### src/rtl/mac_sequencer.sv
// Sequences operand pairs into an external 2-cycle-latency MAC and returns the accumulated result.
// Optional overflow flag (res_ovf) is enabled by defining MAC_SEQ_OVF_EN.
module mac_sequencer #(
  parameter int DATA_WIDTH = 4,
  parameter int LEN_WIDTH  = 4
) (
  input  logic                      clk,
  input  logic                      reset,
  input  logic                      start,
  input  logic [LEN_WIDTH-1:0]      len,
  output logic                      busy,
  input  logic                      in_valid,
  output logic                      in_ready,
  input  logic [DATA_WIDTH-1:0]     in_a,
  input  logic [DATA_WIDTH-1:0]     in_b,
  output logic                      mac_reset,
  output logic [DATA_WIDTH-1:0]     mac_operand_a,
  output logic [DATA_WIDTH-1:0]     mac_operand_b,
  input  logic [2*DATA_WIDTH-1:0]   mac_acc,
  output logic                      res_valid,
  input  logic                      res_ready,
  output logic [2*DATA_WIDTH-1:0]   res_data,
`ifdef MAC_SEQ_OVF_EN
  output logic                      res_ovf,
`endif
  output logic [2:0]                fsm_state
);

  // Handshakes: a beat transfers on a rising edge where valid and ready are both 1;
  // valid-side data is held stable until that edge.

  typedef enum logic [2:0] {
    IDLE  = 3'd0,
    CLEAR = 3'd1,
    FEED  = 3'd2,
    DRAIN = 3'd3,
    DONE  = 3'd4
  } state_t;

  state_t               state;
  logic [LEN_WIDTH-1:0] len_q;
  logic [LEN_WIDTH-1:0] cnt;
  logic [1:0]           drain_cnt;
  logic                 accept;

  assign in_ready  = (state == FEED) && (cnt < len_q);
  assign accept    = in_valid && in_ready;
  assign mac_reset = reset || (state == CLEAR);
  assign fsm_state = state;

`ifdef MAC_SEQ_OVF_EN
  localparam int SW = 2*DATA_WIDTH + LEN_WIDTH;
  logic [SW-1:0] shadow;

  always_ff @(posedge clk) begin
    if (reset) begin
      shadow  <= '0;
      res_ovf <= 1'b0;
    end else begin
      if (state == CLEAR)
        shadow <= '0;
      else if (accept)
        shadow <= shadow + (SW'(in_a) * SW'(in_b));
      // Any bit above the MAC result width means the MAC result has wrapped.
      if (state == DRAIN && drain_cnt == 2'd2)
        res_ovf <= |shadow[SW-1:2*DATA_WIDTH];
    end
  end
`endif

  always_ff @(posedge clk) begin
    if (reset) begin
      state         <= IDLE;
      len_q         <= '0;
      cnt           <= '0;
      drain_cnt     <= '0;
      mac_operand_a <= '0;
      mac_operand_b <= '0;
      res_data      <= '0;
      res_valid     <= 1'b0;
      busy          <= 1'b0;
    end else begin
      // Zero operands on non-accepting edges so the MAC adds nothing during bubbles.
      mac_operand_a <= accept ? in_a : '0;
      mac_operand_b <= accept ? in_b : '0;
      case (state)
        IDLE: begin
          if (start) begin
            state <= CLEAR;
            len_q <= len;
            cnt   <= '0;
            busy  <= 1'b1;
          end
        end
        CLEAR: begin
          drain_cnt <= '0;
          state     <= (len_q != '0) ? FEED : DRAIN;
        end
        FEED: begin
          if (accept) begin
            cnt <= cnt + LEN_WIDTH'(1);
            if (cnt + LEN_WIDTH'(1) == len_q) begin
              state     <= DRAIN;
              drain_cnt <= '0;
            end
          end
        end
        DRAIN: begin
          // Third edge after the last accept: the MAC pipeline has settled.
          if (drain_cnt == 2'd2) begin
            state     <= DONE;
            res_data  <= mac_acc;
            res_valid <= 1'b1;
          end else begin
            drain_cnt <= drain_cnt + 2'd1;
          end
        end
        DONE: begin
          if (res_ready) begin
            state     <= IDLE;
            res_valid <= 1'b0;
            busy      <= 1'b0;
          end
        end
        default: begin
          state     <= IDLE;
          res_valid <= 1'b0;
          busy      <= 1'b0;
        end
      endcase
    end
  end

endmodule

### config.mk
export PLATFORM = sky130hd
export DESIGN_NAME = mac_sequencer
export DESIGN_NICKNAME = d
export VERILOG_FILES = /design/src/rtl/mac_sequencer.sv
export SDC_FILE = /design/constraint.sdc
export NUM_CORES = 1
export LEC_CHECK = 0
export BUFFER_PORTS_ARGS = -buffer_cell sky130_fd_sc_hd__buf_2
export CORE_UTILIZATION = 40
export CTS_CLUSTER_DIAMETER = 200
export DETAILED_ROUTE_END_ITERATION = 6
export GPL_TIMING_DRIVEN = 0
export PLACE_DENSITY = 0.66
export RECOVER_POWER = 50
export SLEW_MARGIN = 20
export SYNTH_ARGS = -nofsm -noshare
export SYNTH_HDL_FRONTEND = slang
export SYNTH_SLANG_ARGS = --single-unit
### constraint.sdc
create_clock -name clk -period 5.2 [get_ports clk]
set_input_delay 1.04 -clock clk [delete_from_list [all_inputs] [get_ports clk]]
set_output_delay 1.04 -clock clk [all_outputs]
set_load 0.03 [all_outputs]
After elaboration in Yosys (flattened, before gate mapping)
Index checks and enable logic that the tools add are counted.
{ "word_totals": {"register_bits": 31, "out_inout_bits": 23} }
{ "classes": {"addsub": 2, "magnitude_cmp": 1, "n_eq_ne": 12, "n_mux": 19, "bitwise_logic": 3, "reduce_logical": 17} }
{ "ops": {"columns": ["operator", "count"], "rows": [
  ["2-to-1 mux 3 bit", 5],
  ["case mux 3 bit (5 select lines)", 1],
  ["!= test 2 bit, second input constant", 5],
  ["AND reduction 3 bit", 3],
  ["2-to-1 mux 4 bit", 2],
  ["case mux 4 bit (2 select lines)", 1],
  ["equality test 3 x 2 -> 1 bit, second input constant", 2],
  ["2-to-1 mux 2 bit", 3],
  ["case mux 1 bit (3 select lines)", 2],
  ["case mux 2 bit (3 select lines)", 1],
  ["OR reduction 3 bit", 2],
  ["AND reduction 5 bit", 1],
  ["adder 4 x 1 -> 4 bit, second input constant", 1],
  ["equality test 4 bit", 1],
  ["less-than comparator 4 bit", 1],
  ["2-to-1 mux 1 bit", 4],
  ["AND reduction 2 bit", 2],
  ["AND reduction 4 bit", 1],
  ["nonzero test 4 bit", 1],
  ["equality test 3 x 1 -> 1 bit, second input constant", 1],
  ["equality test 3 bit, second input constant", 1],
  ["logical NOT 3 bit", 1],
  ["inverter 1 bit", 3],
  ["nonzero test 3 bit", 1],
  ["other kinds (7)", 8]
]} }

Longest topological paths before layout
{ "logic_depth": {"depth_word": 5, "mapped_depth": 7} }

Least setup slack after synthesis
Ideal clock, no wire load.
{ "synth_timing": {"path_kind": "input to output", "startpoint": "in reset", "endpoint": "out mac_reset", "t_arrival_ns": 1.828, "required_time_ns": 4.160, "path_slack_ns": 2.332, "cell_stages": 3, "path_cell_list": "clkbuf_1 > clkbuf_1 > a21o_1"} }
{ "synth_between": {"elab_chain_len": 1} }
{ "synth_rtl": {"columns": ["item", "line_no", "source"], "rows": [
  ["start, declared", "8", "input logic reset,"],
  ["logical OR 1 bit", "48", "assign mac_reset = reset || (state == CLEAR);"],
  ["end, declared", "16", "output logic mac_reset,"]
]} }
No other way between the ends.

Worst setup path in the final report
Same ends and word-level chain as after synthesis.

==> run summary <==
## STA
• Sum Neg Setup Slack: 0 ns
• Worst-Margin Slew: 1.21 ns
• Final Max Slew Viols: 0
• fin crit share: 60.2%
• time the worst path needs with I/O delays and setup: 3.13 ns
• count of endpoints failing setup in the final report: 0
• RSZ-0062 raised after global routing: no
• number of hold-slack violations in the final timing report: 0
• Hold Slack: 0.456 ns
• slew margin rel.: 18.6%
• highest clock rate: 319 MHz
• skew final: 0.00438 ns

## Clocking
• clock latency of the later-clocked register in the worst-skew pair: 0.33 ns
• root buffer cell: sky130_fd_sc_hd__clkbuf_4
• hold_buf cts: 0
• clock-pin slew on the worst setup and hold paths: 0.09 ns
• Post-CTS Repair Setup Buffers: 0
• number of clock buffers inserted by TritonCTS: 5
• Resize count post-CTS: 0
• H-tree lvl count: 2
• clock tree from TritonCTS: done
• Max clock buf depth: 2
• clock sink total: 31

## Die
• starting density of the core: 41.5%
• standard-cell row count: 21
• top-level port count: 48
• overall die height: 60.9 um
• core area: 3340 sq um
• Die Outline Area: 3710 sq um
• die width: 60.9 um

## Placed design
• I/O Buffers: 46
• instance count after placement with tap cells included: 255
• sum of net half-perimeters after detailed placement: 2150 um
• cell area after placement: 1670 sq um
• routability-driven placement congestion ratio: 0.853

## Global route
• first-pass GRT wire length: 4410 um
• maximum number of pins on one net before global-route repair: 11
• met1 track demand over resource: 23.8%
• busiest grt layer: met1
• met3 layer usage reported by global route: 4.48%
• met2 global-route usage: 22.9%
• total track usage: 16.5%
• overflow left after global routing: 0
• initial antenna violation count: 0
• vias in the first global route: 981

## Synth
• cell type with the largest total area after synthesis: sky130_fd_sc_hd__dfxtp_1
• Synth Instances: 163
• Post-synth EDFFs: 0
• post-synth top area share: 44.8%
• distinct cell type count of the synthesized netlist: 32
• cell types with the largest area share after synthesis: sky130_fd_sc_hd__dfxtp_1, sky130_fd_sc_hd__a21oi_1, sky130_fd_sc_hd__nand2_1
• Most used DFF post-synth: sky130_fd_sc_hd__dfxtp_1
• post-synthesis instance area: 1390 sq um
• synthesized area per cell: 8.51 sq um
• number of synthesized register bits: 31
• synthesized netlist net count: 194
• proportion of synthesized chip area in sequential cells: 44.8%
• asr flop ratio synth: 0%
• warning count from the yosys run: 0

## Cells and area
• area growth from synthesis to final layout: 25.5%
• share of cells above drive strength 1: 21.7%
• final layout net count: 247
• post-route design area: 1740 sq um
• count of non-filler cells in the finished layout: 263
• filler instances: 352
• ANT cells: 0

## Drt
• final WL: 3010 um
• total number of vias: 1259
• Antenna Nets Post-Route: 0
• number of design-rule violations left by the first detailed-router iteration: 82
• count of unresolved DRC violations after routing: 0
• post-detailed-route via-to-cell ratio: 4.79
• 1st-pass router iterations: 4
• WL per Instance: 11.4 um

## Critical path
• data arrival time of the critical path: 2.09 ns
• Crit Path Category: in2out
• sort of element at the end of the critical path: output port
• FF-to-FF setup slack: 3.11 ns
• maximum fanout along the worst path: 10
• required arrival time at the worst endpoint: 4.16 ns
• critical path startpoint category: primary input

## Power
• VDD IR max: 0.190 mV
• power density cells: 298 nW/um^2
• leakage power: 0.757 nW

## Status
• result of the run: completed

## Hold path
• class of the tightest hold or removal check: reg2reg

## Run
• Max-Cap Viols: 0

synth_stat cells, drive strengths merged, types with 2 or more instances:
master / instances
nor3: 3
xnor2: 2
and2: 9
nor4: 4
clkbuf: 4
dfxtp: 31
inv: 7
nand2b: 4
nor2: 17
ha: 6
o21a: 2
o21ai: 3
a31oi: 3
nor2b: 3
a21oi: 16
xor2: 3
mux2i: 3
nand3: 7
and3: 2
nand2: 21
a211o: 2
o31ai: 2
buf: 3
metrics by stage:
step                total power, W  setup WS (ns)  util (%)
floorplan                 0.000306           2.33         -
global placement          0.000329           2.06      50.2
detailed placement        0.000329           2.05      50.2
CTS                       0.000525           2.06      52.8
global route              0.000544           1.99      52.2
finish                    0.000519           2.07      52.2
state kept, by name, indices dropped and copies added (netlist names):
name,flops
len_q,4
mac_operand_b,4
cnt,4
drain_cnt,2
res_data,8
res_valid,1
mac_operand_a,4
fsm_state,3
busy,1
cells by family (layout without fill, tap and decap cells):
kind of cell | Yosys count | in the layout | share of synthesized area, %
AOI/OAI and AO/OA | 34 | 34 | 15.2
xor gates and xnor gates | 5 | 5 | 3.16
adders and majority gates | 6 | 6 | 5.42
buffers and inverters | 14 | 68 | 4.15
DFF | 31 | 31 | 44.8
muxes | 3 | 3 | 2.17
and+or+nand+nor | 70 | 70 | 25.2
area by class of cell:
| type | instances | area (sq um) | share of cell area (%) |
|---|---|---|---|
| inverters | 7 | 26.3 | 1.51 |
| multi-input cells | 118 | 702 | 40.3 |
| well taps | 46 | 57.6 | 3.31 |
| clock buffers | 6 | 51.3 | 2.95 |
| flip-flops and latches | 31 | 621 | 35.7 |
| plain buffers | 7 | 31.3 | 1.80 |
| clock inverters | 2 | 35.0 | 2.01 |
| repair buffers | 46 | 216 | 12.4 |
path summary, 6_finish.rpt:
path,from,end,cells after the start
min,res_data[7],res_data[7],2
min reg2reg,res_data[7],res_data[7],2
max reg2reg,len_q[1],mac_operand_a[2],7
max,reset,mac_reset,4
routing by layer:
metal | part of all wire, % | vias to the layer above
met1 | 52 | 553
met4 | 1.6 | 0
met3 | 3.9 | 5
met2 | 43 | 38
met5 | 0 | -
li1 | - | 663
worst max-delay path, stage by stage:
cell	delay, ns
sky130_fd_sc_hd__clkbuf_1	0.31
sky130_fd_sc_hd__clkbuf_1	0.42
sky130_fd_sc_hd__a21o_1	0.13
sky130_fd_sc_hd__buf_2	0.19
cell usage in the layout (no fill, tap or decap), types with 2 or more instances in the layout:
cell type,netlist,final
sky130_fd_sc_hd__a211o_1,2,2
sky130_fd_sc_hd__a21oi_1,16,16
sky130_fd_sc_hd__a31oi_1,3,3
sky130_fd_sc_hd__and2_1,9,9
sky130_fd_sc_hd__and3_1,2,2
sky130_fd_sc_hd__buf_2,1,36
sky130_fd_sc_hd__clkbuf_1,4,16
sky130_fd_sc_hd__clkbuf_4,0,5
sky130_fd_sc_hd__dfxtp_1,31,31
sky130_fd_sc_hd__ha_1,6,6
sky130_fd_sc_hd__inv_1,7,7
sky130_fd_sc_hd__mux2i_1,3,3
sky130_fd_sc_hd__nand2_1,21,21
sky130_fd_sc_hd__nand2b_1,4,4
sky130_fd_sc_hd__nand3_1,7,7
sky130_fd_sc_hd__nor2_1,17,17
sky130_fd_sc_hd__nor2b_1,3,3
sky130_fd_sc_hd__nor3_1,3,3
sky130_fd_sc_hd__nor4_1,1,2
sky130_fd_sc_hd__nor4_2,3,2
sky130_fd_sc_hd__o21a_1,2,2
sky130_fd_sc_hd__o21ai_0,3,3
sky130_fd_sc_hd__o31ai_1,2,2
sky130_fd_sc_hd__xnor2_1,2,2
sky130_fd_sc_hd__xor2_1,3,3
power breakdown:
group | internal [W] | switching [W] | leakage [nW]
registers | 0.000243 | 0.00000589 | 0.251
clock network | 0.000114 | 0.0000830 | 0.0482
logic | 0.0000296 | 0.0000441 | 0.458
total | 0.000386 | 0.000133 | 0.757
Power figures use the tool's default switching activity.
